File: src/rtl/awgn_burst_if.sv
// Handshake and coefficient-table bundle for the AWGN burst controller.
// The slave side is the controller; the master side is its environment.
interface awgn_burst_if #(
  parameter int RND_W = 64,
  parameter int OUT_W = 16,
  parameter int SEG_W = 7,
  parameter int CNT_W = 8
);
  logic             go;
  logic             abort;
  logic [CNT_W-1:0] burst_len;
  logic             rnd_valid;
  logic [RND_W-1:0] rnd;
  logic             rnd_ready;
  logic [SEG_W-1:0] rom_addr;
  logic [OUT_W-1:0] rom_c0;
  logic [OUT_W-1:0] rom_c1;
  logic             awgn_valid;
  logic             awgn_ready;
  logic [OUT_W-1:0] awgn_out;
  logic             busy;
  logic             done;

  modport master (
    output go, abort, burst_len,
    output rnd_valid, rnd,
    output rom_c0, rom_c1,
    output awgn_ready,
    input  rnd_ready, rom_addr,
    input  awgn_valid, awgn_out,
    input  busy, done
  );

  modport slave (
    input  go, abort, burst_len,
    input  rnd_valid, rnd,
    input  rom_c0, rom_c1,
    input  awgn_ready,
    output rnd_ready, rom_addr,
    output awgn_valid, awgn_out,
    output busy, done
  );
endinterface

File: src/rtl/awgn_burst_ctrl.sv
// Burst controller turning uniform random words into Gaussian samples
// via leading-zero segment lookup and piecewise-linear interpolation.
module awgn_burst_ctrl #(
  parameter int RND_W  = 64,
  parameter int OUT_W  = 16,
  parameter int MASK_W = 15,
  parameter int SEG_W  = 7,
  parameter int CNT_W  = 8
) (
  input logic clk,
  input logic rst,
  awgn_burst_if.slave bus
);

  typedef enum logic [2:0] {
    IDLE,
    FETCH,
    LZD,
    LOOKUP,
    MAC,
    OUT,
    DONE
  } state_t;

  localparam int HW   = RND_W - 3;
  localparam int PW   = OUT_W + MASK_W + 1;
  localparam int YW   = PW + 2;
  localparam int MAXV = 2 ** (OUT_W - 1) - 1;
  localparam logic signed [YW-1:0] SMAX = YW'(MAXV);
  localparam logic signed [YW-1:0] SMIN = -SMAX;

  state_t state;
  state_t nxt;

  logic                     kill;
  logic                     rdy;
  logic                     vld;
  logic                     dn;
  logic [CNT_W-1:0]         remaining;
  logic [HW-1:0]            mant;
  logic                     sgn;
  logic signed [OUT_W-1:0]  c0_q;
  logic signed [OUT_W-1:0]  c1_q;
  logic [SEG_W-1:0]         seg;
  logic [SEG_W-1:0]         addr_q;
  logic [OUT_W-1:0]         out_q;
  logic [MASK_W-1:0]        frac;
  logic signed [PW-1:0]     prod;
  logic signed [PW-1:0]     prod_sh;
  logic signed [YW-1:0]     sum;
  logic signed [YW-1:0]     res;
  logic [OUT_W-1:0]         sat;

  assign bus.rnd_ready  = rdy;
  assign bus.awgn_valid = vld;
  assign bus.done       = dn;
  assign bus.busy       = (state != IDLE);
  assign bus.rom_addr   = addr_q;
  assign bus.awgn_out   = out_q;

  // State register
  always_ff @(posedge clk) begin
    if (rst) begin
      state <= IDLE;
    end else begin
      state <= nxt;
    end
  end

  // Next state and handshake outputs; abort overrides every transition
  always_comb begin
    nxt  = state;
    rdy  = 1'b0;
    vld  = 1'b0;
    dn   = 1'b0;
    kill = bus.abort && (state != IDLE);
    if (kill) begin
      nxt = IDLE;
    end else begin
      case (state)
        IDLE: begin
          if (bus.go && (bus.burst_len != '0)) begin
            nxt = FETCH;
          end
        end
        FETCH: begin
          rdy = 1'b1;
          if (bus.rnd_valid) begin
            nxt = LZD;
          end
        end
        LZD:    nxt = LOOKUP;
        LOOKUP: nxt = MAC;
        MAC:    nxt = OUT;
        OUT: begin
          vld = 1'b1;
          if (bus.awgn_ready) begin
            if (remaining == CNT_W'(1)) begin
              nxt = DONE;
            end else begin
              nxt = FETCH;
            end
          end
        end
        DONE: begin
          dn  = 1'b1;
          nxt = IDLE;
        end
        default: nxt = IDLE;
      endcase
    end
  end

  // Segment index: leading zeros above the sign/unused bits
  always_comb begin
    seg = SEG_W'(HW);
    for (int i = 0; i < HW; i++) begin
      if (mant[i]) begin
        seg = SEG_W'(HW - 1 - i);
      end
    end
  end

  // Interpolate, apply sign, saturate symmetrically
  always_comb begin
    frac    = mant[MASK_W-1:0];
    prod    = PW'(c1_q) * PW'($signed({1'b0, frac}));
    prod_sh = prod >>> MASK_W;
    sum     = YW'(c0_q) + YW'(prod_sh);
    res     = sgn ? -sum : sum;
    if (res > SMAX) begin
      sat = SMAX[OUT_W-1:0];
    end else if (res < SMIN) begin
      sat = SMIN[OUT_W-1:0];
    end else begin
      sat = res[OUT_W-1:0];
    end
  end

  // Datapath registers advanced by the current state
  always_ff @(posedge clk) begin
    if (rst) begin
      remaining <= '0;
      mant      <= '0;
      sgn       <= 1'b0;
      addr_q    <= '0;
      c0_q      <= '0;
      c1_q      <= '0;
      out_q     <= '0;
    end else if (!kill) begin
      case (state)
        IDLE: begin
          if (bus.go && (bus.burst_len != '0)) begin
            remaining <= bus.burst_len;
          end
        end
        FETCH: begin
          if (bus.rnd_valid) begin
            mant <= bus.rnd[RND_W-1:3];
            sgn  <= bus.rnd[0];
          end
        end
        LZD: begin
          addr_q <= seg;
        end
        LOOKUP: begin
          c0_q <= $signed(bus.rom_c0);
          c1_q <= $signed(bus.rom_c1);
        end
        MAC: begin
          out_q <= sat;
        end
        OUT: begin
          if (bus.awgn_ready) begin
            remaining <= remaining - CNT_W'(1);
          end
        end
        default: ;
      endcase
    end
  end

endmodule

File: src/flat_wrapper.sv
// flat-port wrapper written by rule: the top's interface ports become plain ports
module awgn_burst_ctrl_flat 
#(
  parameter int RND_W  = 64,
  parameter int OUT_W  = 16,
  parameter int MASK_W = 15,
  parameter int SEG_W  = 7,
  parameter int CNT_W  = 8
)
  (clk, rst, bus_go, bus_abort, bus_burst_len, bus_rnd_valid, bus_rnd, bus_rom_c0, bus_rom_c1, bus_awgn_ready, bus_rnd_ready, bus_rom_addr, bus_awgn_valid, bus_awgn_out, bus_busy, bus_done);
  awgn_burst_if #(.RND_W(RND_W), .OUT_W(OUT_W), .SEG_W(SEG_W), .CNT_W(CNT_W)) bus_i ();
  input logic clk;
  input logic rst;
  input wire logic [$bits(bus_i.go)-1:0] bus_go;
  input wire logic [$bits(bus_i.abort)-1:0] bus_abort;
  input wire logic [$bits(bus_i.burst_len)-1:0] bus_burst_len;
  input wire logic [$bits(bus_i.rnd_valid)-1:0] bus_rnd_valid;
  input wire logic [$bits(bus_i.rnd)-1:0] bus_rnd;
  input wire logic [$bits(bus_i.rom_c0)-1:0] bus_rom_c0;
  input wire logic [$bits(bus_i.rom_c1)-1:0] bus_rom_c1;
  input wire logic [$bits(bus_i.awgn_ready)-1:0] bus_awgn_ready;
  output wire logic [$bits(bus_i.rnd_ready)-1:0] bus_rnd_ready;
  output wire logic [$bits(bus_i.rom_addr)-1:0] bus_rom_addr;
  output wire logic [$bits(bus_i.awgn_valid)-1:0] bus_awgn_valid;
  output wire logic [$bits(bus_i.awgn_out)-1:0] bus_awgn_out;
  output wire logic [$bits(bus_i.busy)-1:0] bus_busy;
  output wire logic [$bits(bus_i.done)-1:0] bus_done;
  assign bus_i.go = bus_go;
  assign bus_i.abort = bus_abort;
  assign bus_i.burst_len = bus_burst_len;
  assign bus_i.rnd_valid = bus_rnd_valid;
  assign bus_i.rnd = bus_rnd;
  assign bus_i.rom_c0 = bus_rom_c0;
  assign bus_i.rom_c1 = bus_rom_c1;
  assign bus_i.awgn_ready = bus_awgn_ready;
  assign bus_rnd_ready = bus_i.rnd_ready;
  assign bus_rom_addr = bus_i.rom_addr;
  assign bus_awgn_valid = bus_i.awgn_valid;
  assign bus_awgn_out = bus_i.awgn_out;
  assign bus_busy = bus_i.busy;
  assign bus_done = bus_i.done;
  awgn_burst_ctrl #(.RND_W(RND_W), .OUT_W(OUT_W), .MASK_W(MASK_W), .SEG_W(SEG_W), .CNT_W(CNT_W)) u_core (.clk(clk), .rst(rst), .bus(bus_i));
endmodule
File: config.mk
export PLATFORM = sky130hd
export DESIGN_NAME = awgn_burst_ctrl_flat
export DESIGN_NICKNAME = d
export VERILOG_FILES = /design/src/rtl/awgn_burst_if.sv /design/src/rtl/awgn_burst_ctrl.sv /design/src/flat_wrapper.sv
export SDC_FILE = /design/constraint.sdc
export NUM_CORES = 1
export LEC_CHECK = 0
export BUFFER_PORTS_ARGS = -buffer_cell sky130_fd_sc_hd__buf_4
export CORE_MARGIN = 8
export CORE_UTILIZATION = 45
export CTS_CLUSTER_SIZE = 28
export DETAILED_ROUTE_END_ITERATION = 6
export SLEW_MARGIN = 40
export SYNTH_ARGS = -nofsm -noshare
export SYNTH_HDL_FRONTEND = slang
export SYNTH_SLANG_ARGS = --single-unit
File: constraint.sdc
create_clock -name clk -period 12.2 [get_ports clk]
set_clock_uncertainty 0.05 [all_clocks]
set_input_delay 2.44 -clock clk [delete_from_list [all_inputs] [get_ports clk]]
set_output_delay 2.44 -clock clk [all_outputs]
set_load 0.01 [all_outputs]
## Word-level counts from Yosys, hierarchy flattened

Index checks and enable logic that the tools add are counted.

| cells by class | value |
|---|---|
| add/sub/neg operators | 3 |
| multiply operators | 1 |
| magnitude comparators | 2 |
| equal/unequal tests | 10 |
| mux-type cells | 78 |
| bitwise operators | 1 |
| reductions and logical operators | 13 |

Operator list:

| kind | count |
|---|---|
| 2-to-1 mux 6 bit | 32 |
| 2-to-1 mux 5 bit | 16 |
| > comparator 34 x 16 -> 1 bit, second input constant | 1 |
| < comparator 34 x 16 -> 1 bit, second input constant | 1 |
| 2-to-1 mux 34 bit | 1 |
| negator 34 bit | 1 |
| multiplier 16 x 16 -> 32 bit | 1 |
| 2-to-1 mux 16 bit | 2 |
| 2-to-1 mux 4 bit | 8 |
| 2-to-1 mux 3 bit | 8 |
| adder 16 x 17 -> 18 bit | 1 |
| case mux 3 bit (6 select lines) | 1 |
| 2-to-1 mux 8 bit | 2 |
| case mux 8 bit (2 select lines) | 1 |
| equality test 3 bit, second input constant | 3 |
| equality test 8 x 1 -> 1 bit, second input constant | 1 |
| nonzero test 8 bit | 1 |
| subtractor 8 x 1 -> 8 bit, second input constant | 1 |
| 2-to-1 mux 1 bit | 7 |
| equality test 3 x 2 -> 1 bit, second input constant | 2 |
| AND reduction 2 bit | 3 |
| AND reduction 3 bit | 2 |
| inequality test 2 bit, second input constant | 2 |
| AND reduction 4 bit | 1 |
| other kinds (8) | 9 |

| storage, ports and cells | value |
|---|---|
| flip-flop bits (word level) | 128 |
| bits of input ports | 110 |
| output and inout bits | 27 |
| word-level logic and storage cells | 116 |

## Logic depth before layout (Yosys ltp)

Gate-level depths: netlist of run 1.

| depth | value |
|---|---|
| depth in word-level cells | 61 |
| gate-level depth with buffers | 40 |
| mapped depth without buffers | 37 |

## Worst setup path after synthesis of run 1

No wires, ideal clock.

| timing path | value |
|---|---|
| kind | reg-to-reg |
| start point | register u_core.mant[6] |
| end point | register u_core.out_q[12] (netlist: u_core.bus.awgn_out[12]) |
| setup time | 0.122 ns |
| arrival time | 9.268 ns |
| required time | 12.028 ns |
| setup slack | 2.761 ns |
| stages on the path, launching flop included | 38 |
| path buffers | 4 |
| period minus slack after synthesis | 9.439 ns |
| path through | dfxtp_1 > clkbuf_1 > buf_1 > nand2_1 > fa_1 > inv_1 > fa_1 > fa_1 > inv_1 > fa_1 > fa_1 > inv_1 > fa_1 > ha_1 > a21o_1 > a211oi_1 > a21oi_1 > o2111a_1 > [2 not listed] > nor2b_1 > o21a_1 > o21a_1 > nor2_1 > ha_1 > a21oi_1 > o21bai_1 > mux2_2 > a211oi_2 > or3_2 > or3_1 > buf_2 > nor4_4 > o21ai_2 > a31o_2 > nor2b_4 > buf_6 > a221o_1 |

| between the ends | value |
|---|---|
| longest elaborated chain between the ends | 7 |
| elaborated cells on any way between the ends | 8 |
| classes of those cells | add/sub (2); mul (1); order compare (2); mux (3) |

Ends and longest elaborated chain:

| element | RTL line | RTL |
|---|---|---|
| start, declared | awgn_burst_ctrl.sv:40 | `logic [HW-1:0] mant;` |
| start signal, assigned | awgn_burst_ctrl.sv:159 | `mant <= bus.rnd[RND_W-1:3];` |
| multiplier 16 x 16 -> 32 bit (*) | awgn_burst_ctrl.sv:127 | `prod = PW'(c1_q) * PW'($signed({1'b0, frac}));` |
| adder 16 x 17 -> 18 bit (*) | awgn_burst_ctrl.sv:129 | `sum = YW'(c0_q) + YW'(prod_sh);` |
| negator 34 bit | awgn_burst_ctrl.sv:130 | `res = sgn ? -sum : sum;` |
| 2-to-1 mux 34 bit (*) | awgn_burst_ctrl.sv:130 |  |
| < comparator 34 x 16 -> 1 bit | awgn_burst_ctrl.sv:133 | `end else if (res < SMIN) begin` |
| 2-to-1 mux 16 bit | awgn_burst_ctrl.sv:133 |  |
| 2-to-1 mux 16 bit (*) | awgn_burst_ctrl.sv:131 | `if (res > SMAX) begin` |
| end signal, assigned | awgn_burst_ctrl.sv:171 | `out_q <= sat;` |
| end, declared | awgn_burst_ctrl.sv:46 | `logic [OUT_W-1:0] out_q;` |

Mark *: on every way between the ends. The rest lies on a longest branch, timed or not.
A chain may end at the register's enable or synchronous reset.

## Worst setup path in the final report of run 1

| timing path | value |
|---|---|
| start point | register u_core.mant[4] |
| end point | register u_core.out_q[0] (netlist: u_core.bus.awgn_out[0]) |

Same word-level chain as after synthesis.

==> impl_metrics.toml, run 1 <==
[cts]
post_cts_buffers = 0
htree_levels = 4
cts-buffers-inserted = 17
cts_tree = "yes"
root_buffer = "clkbuf_16"
cts_num_sinks = 127
cts-resized-gates = 0
ctsHoldBuffers = 0
clockBufferDepth = 2
clkLatencyLatePin_ps = 440
clkTransAtPathRegs_ps = 60

[logic_synthesis]
synth-seq-cells = 127
yosys.area_share.adder = 0.391
ys_seq_area_frac = 0.161
ys_top_cells_by_count = "359 x nand2_1, 296 x inv_1, 246 x fa_1, 150 x a21oi_1, 127 x dfxtp_1"
ys_types = 90
synth-main-ff-cell = "dfxtp_1"
ys_warn_count = 0
yosys-mux-area-fraction = 0.00143
yosysMostFrequentCell = "nand2_1"
synth_area_leaders = "fa_1 31%, dfxtp_1 16%, nand2_1 8.5%"
synthSimpleGateAreaFrac = 0.201
synth_top_family_by_area = "adder cells"
async_flop_share = 0
syn_area_per_cell_sq_um = 8.31
synth_edf_count = 0
synth_xor_area_frac = 0.0244
synth_top_area_share = 0.312
syn_nets = 2352
yosys.area.top_type = "fa_1"
synth_cells = 1897
netlist_area_sq_um = 15800
synth_compound_area_frac = 0.124

[floorplanning]
dieArea_sq_um = 41300
fp.dieW_um = 203
ios = 137
rows = 68
coreArea_sq_um = 34500
start_util = 0.456
dieHeight_um = 203

[finish]
layout.nets = 2425
layout-drive-gt1-share = 0.112
synthToLayoutAreaGrowth_pct = 11.9
n_fill_cell = 3363

[timing]
hold_viol = 0
layout_min_cycle_time_ps = 10400
drv_slew = 0
rsz0062_at_grt = "no"
finalCritPeriodShare = 0.852
worst_pin_slew_ps = 856
fin_ws_ps = 1800
fmax_mhz = 96.2
max_slew_margin = 0.428
setup_tns_ps = 0
finalSetupViolations = 0

[critical_path]
cpPeakStageDelay_ps = 660
rr_startpoint = "u_core.mant[4]"
r2r-end = "u_core.bus.awgn_out[0]"
crit_path_end = "u_core.bus.awgn_out[0]"
worst_setup_path_end_kind = "flop"
cp_data_arrival_time_ps = 10620
reg2reg_slack_ps = 1800
critPathMaxFanout = 12
cp_common_cell = "fa_1"
startpoint = "u_core.mant[4]"
reg2reg_depth = 33
required_ps = 12420
cp-start-kind = "flop"
worstSetupPathType = "flop to flop"
crit_slowest_cell = "dfxtp_1"

[power_and_ir_drop]
leakagePower_nw = 8.14
pwr-share-clk = 0.479
switchingPower_uw = 302
swShare = 0.283
sequentialPowerShare = 0.409
pwr-share-comb = 0.111
power.density_nw_per_um2 = 60.4
ir_drop_mv = 0.0951
internal_power_uw = 764

[drt]
drt_first_pass_iters = 5
via_per_inst = 5.27
drtIter0Drc = 754
post_drt_wl_per_cell_um = 17.1
drcViolationCount = 0
vias = 12900
wl_mm = 41.8
ant_nets = 0

[place]
dpl.hpwl_mm = 32.0
port_buffers = 133
place_congestion = 0.865
pre_cts_ws_ps = 1730

[grt]
grt_pass1_vias = 13400
track_usage = 0.209
grt_pass1_wl_mm = 69.5
grt_overflow = 0
grt_max_degree = 97
antenna_found_initial = 1

[hold_path]
holdPathStages = 2
holdCritPathClass = "flop to flop"

[run_status]
outcome = "finished clean"

[flow_run]
drv_cap = 0
routing by layer:
metal  up-vias  track usage  share of wire
li1       6155            -              -
met1      6342        0.278           0.45
met2       315        0.343           0.48
met3        50       0.0382          0.050
met4         2       0.0645          0.023
met5         -            0        0.00031
worst max-delay path: cells and delay by family, from the launching register on:
kind	cells	cell delay, ps
and+or+nand+nor	7	1490
adders and majority gates	8	3690
buffers and inverters	4	490
DFF	1	660
AOI/OAI and AO/OA	14	3900
logic make-up (layout without fill, tap and decap cells):
kind of cell	Yosys count	after routing
fa+ha+maj	345	345
compound gates	306	306
xor+xnor	44	44
other cells	1	2
simple gates	680	680
buf+inv	392	478
mux	2	2
flops	127	127
power groups by stage:
stage	clock [mW]	combinational (mW)	sequential (mW)
after floorplan	0	0.0704	0.438
after global placement	0	0.117	0.445
after detailed placement	0	0.118	0.445
after CTS	0.519	0.119	0.436
after global routing	0.540	0.132	0.438
final	0.511	0.119	0.436
registers in the layout, summed over array words and instances (netlist names):
name / flops
u_core.mant: 61
u_core.bus.awgn_out: 16
u_core.c0_q: 16
u_core.c1_q: 16
u_core.remaining: 8
u_core.bus.rom_addr: 6
u_core.state: 3
u_core.sgn: 1
cell usage in the layout (no fill, tap or decap), types with 17 or more instances in the layout:
master | synthesis | layout
a21oi_1 | 150 | 150
dfxtp_1 | 127 | 124
o21ai_0 | 29 | 29
nor3_1 | 35 | 35
nand2_1 | 359 | 358
buf_4 | 1 | 149
fa_1 | 246 | 245
xnor2_1 | 29 | 29
and2_1 | 109 | 108
a211oi_1 | 18 | 18
clkbuf_16 | 0 | 17
nor2_1 | 89 | 88
ha_1 | 99 | 99
inv_1 | 296 | 296
worst min-delay path by stage:
| stage | start | to |
|---|---|---|
| after floorplan | u_core.c0_q[0] | u_core.c0_q[0] |
| after global placement | u_core.mant[0] | u_core.mant[0] |
| after detailed placement | u_core.mant[3] | u_core.mant[3] |
| after CTS | u_core.mant[3] | u_core.mant[3] |
| after global routing | u_core.mant[3] | u_core.mant[3] |
| final | u_core.mant[3] | u_core.mant[3] |
per-stage QoR:
stage                     cell area (sq um)  utilization  hold slack [ps]  power, mW  cells
final                                 17600        0.511              406       1.07   2439
after global routing                  17600        0.511              432       1.11   2438
after CTS                             17600        0.510              408       1.07   2438
after detailed placement              17100        0.494              400      0.563   2406
after global placement                17000        0.494              393      0.562   2406
after floorplan                       15800            -              391      0.509   1897
cell type report:
class | instances | area (sq um) | area share
flip-flops and latches | 127 | 2550 | 0.144
repair buffers | 150 | 1130 | 0.0640
inverters | 296 | 1110 | 0.0630
multi-input cells | 1378 | 11700 | 0.664
diodes | 1 | 2.50 | 0.000142
clock buffers | 18 | 429 | 0.0243
well taps | 455 | 569 | 0.0323
clock inverters | 14 | 146 | 0.00830
Power figures use the tool's default switching activity.
==> inputs of run 2 (changes only) <==
--- a/config.mk
+++ b/config.mk
@@ -5,6 +5,7 @@
 export SDC_FILE = /design/constraint.sdc
 export NUM_CORES = 1
 export LEC_CHECK = 0
+export ABC_AREA = 1
 export BUFFER_PORTS_ARGS = -buffer_cell sky130_fd_sc_hd__buf_4
 export CORE_MARGIN = 8
 export CORE_UTILIZATION = 45
==> impl_metrics.toml, run 2 <==
[finish]
final_cells = 2538
layout_common_cells = "484 x inv_1, 420 x nand2_1, 245 x fa_1"
multi_input_area_sq_um = 10700
layout-drive-gt1-share = 0.0967
n_fill_cell = 3316
n_antenna_cell = 0
top_register = "u_core.mant"
layout_commonest_cell = "inv_1"
final_core_util = 0.514
regArea_sq_um = 2560
largest_reg_flops = 61
layout.nets = 2532
fin_area_sq_um = 17300
synthToLayoutAreaGrowth_pct = 12.2

[timing]
drv_slew = 0
layout_min_cycle_time_ps = 9870
rsz0062_at_grt = "no"
finalSetupViolations = 0
setup_tns_ps = 0
finalCritPeriodShare = 0.809
fin_ws_ps = 2330
worst_pin_slew_ps = 863
hold_viol = 0
hold_slack_ps = 419
fmax_mhz = 101
max_slew_margin = 0.424

[cts]
cts_num_sinks = 127
clkTransAtPathRegs_ps = 70
clockBufferDepth = 2
cts_tree = "yes"
root_buffer = "clkbuf_16"
htree_levels = 4
post_cts_buffers = 0
cts-buffers-inserted = 17
cts-resized-gates = 0
clkLatencyLatePin_ps = 430
ctsHoldBuffers = 0

[grt]
grt_pass1_vias = 13400
grt_max_degree = 123
grt_overflow = 0
grt_pass1_wl_mm = 66.9
antenna_found_initial = 0
track_usage = 0.199

[floorplanning]
coreArea_sq_um = 33600
ios = 137
dieHeight_um = 201
fp.dieW_um = 201
dieArea_sq_um = 40400
rows = 67
start_util = 0.458

[critical_path]
cp_data_arrival_time_ps = 10150
cp_common_cell = "inv_1"
crit_slowest_cell = "dfxtp_1"
reg2reg_depth = 42
cpPeakStageDelay_ps = 870
r2r-end = "u_core.bus.awgn_out[0]"
rr_startpoint = "u_core.mant[9]"
reg2reg_slack_ps = 2330
cp-start-kind = "flop"
worstSetupPathType = "flop to flop"
required_ps = 12480
critPathMaxFanout = 18
worst_setup_path_end_kind = "flop"

[hold_path]
worstHoldEndpoint = "u_core.mant[26]"
holdPathStages = 2
holdCritPathClass = "flop to flop"
min_from = "u_core.mant[26]"

[power_and_ir_drop]
pwr-share-comb = 0.352
power_mw = 1.69
ir_drop_mv = 0.0939
leakagePower_nw = 9.39
switchingPower_uw = 691
pwr-share-clk = 0.308
sequentialPowerShare = 0.340
power.density_nw_per_um2 = 97.7
swShare = 0.409
internal_power_uw = 997

[place]
pre_cts_ws_ps = 2380
dpl.hpwl_mm = 30.0
place_area_sq_um = 16700
port_buffers = 133
placed_cells = 2506
place_congestion = 0.840

[logic_synthesis]
synth_area_leaders = "fa_1 32%, dfxtp_1 16%, inv_1 12%"
synth_cells = 2007
synth_edf_count = 0
ys_types = 45
ys_warn_count = 0
async_flop_share = 0
yosys.area.top_type = "fa_1"
ys_seq_area_frac = 0.165
syn_nets = 2462
synth_top_area_share = 0.320
syn_area_per_cell_sq_um = 7.68
netlist_area_sq_um = 15400
ys_top_cells_by_count = "485 x inv_1, 421 x nand2_1, 246 x fa_1, 127 x dfxtp_1, 124 x nor2_1"
synth-main-ff-cell = "dfxtp_1"
synth-seq-cells = 127
yosysMostFrequentCell = "inv_1"

[drt]
dr.max_layer_used = "met4"
drtIter0Drc = 701
wl_mm = 38.6
vias = 12500
post_drt_wl_per_cell_um = 15.2
wl_met3_mm = 1.58
wl_met2_mm = 18.9
wirelength_met1_mm = 17.4
drcViolationCount = 0
drt_first_pass_iters = 5
ant_nets = 0
via_per_inst = 4.94

[flow_run]
drv_cap = 0

[run_status]
outcome = "finished clean"
-- run 2: power by group through the flow --
stage	logic (mW)	registers [mW]	clock network, mW
floorplan	0.462	0.519	0
global placement	0.583	0.578	0
detailed placement	0.590	0.580	0
CTS	0.595	0.572	0.528
global route	0.683	0.584	0.548
finish	0.594	0.574	0.520
-- run 2: cells by family (layout without fill, tap and decap cells) --
kind of cell             Yosys count  after routing  share of synthesized area
other                              1              1                   0.000243
AND/OR/NAND/NOR                  610            610                      0.157
flip-flops                       127            127                      0.165
AO/OA/AOI/OAI                    286            286                      0.102
XOR/XNOR                          57             57                     0.0329
buffers and inverters            581            664                      0.143
adder cells (fa/ha/maj)          345            345                      0.400
-- run 2: worst max-delay path: cells and delay by family, from the launching register on --
| family | cells | cell delay, ps |
|---|---|---|
| adders and majority gates | 8 | 3750 |
| AOI/OAI and AO/OA | 13 | 2330 |
| and+or+nand+nor | 10 | 1460 |
| DFF | 1 | 870 |
| buffers and inverters | 9 | 770 |
| xor gates and xnor gates | 2 | 530 |
-- run 2: cell type report --
class,count,share of cell area
clock buffer,17,0.0246
timing repair buffer,137,0.0597
tap,448,0.0324
sequential,127,0.148
clock inverter,15,0.00970
inverter,495,0.107
multi-input combinational,1299,0.618
-- run 2: worst max-delay path by stage --
stage | startpoint | end | depth (start not counted)
floorplan | u_core.mant[6] | u_core.bus.awgn_out[10] | 42
finish | u_core.mant[9] | u_core.bus.awgn_out[0] | 42
CTS | u_core.mant[8] | u_core.bus.awgn_out[0] | 42
global placement | u_core.mant[6] | u_core.bus.awgn_out[0] | 42
global route | u_core.mant[9] | u_core.bus.awgn_out[0] | 42
detailed placement | u_core.mant[8] | u_core.bus.awgn_out[0] | 42
-- run 2: layer usage --
layer  up-vias  GRT usage
met1      6109      0.262
met4         0     0.0478
li1       6133          -
met5         -          0
met2       250      0.342
met3        47     0.0287
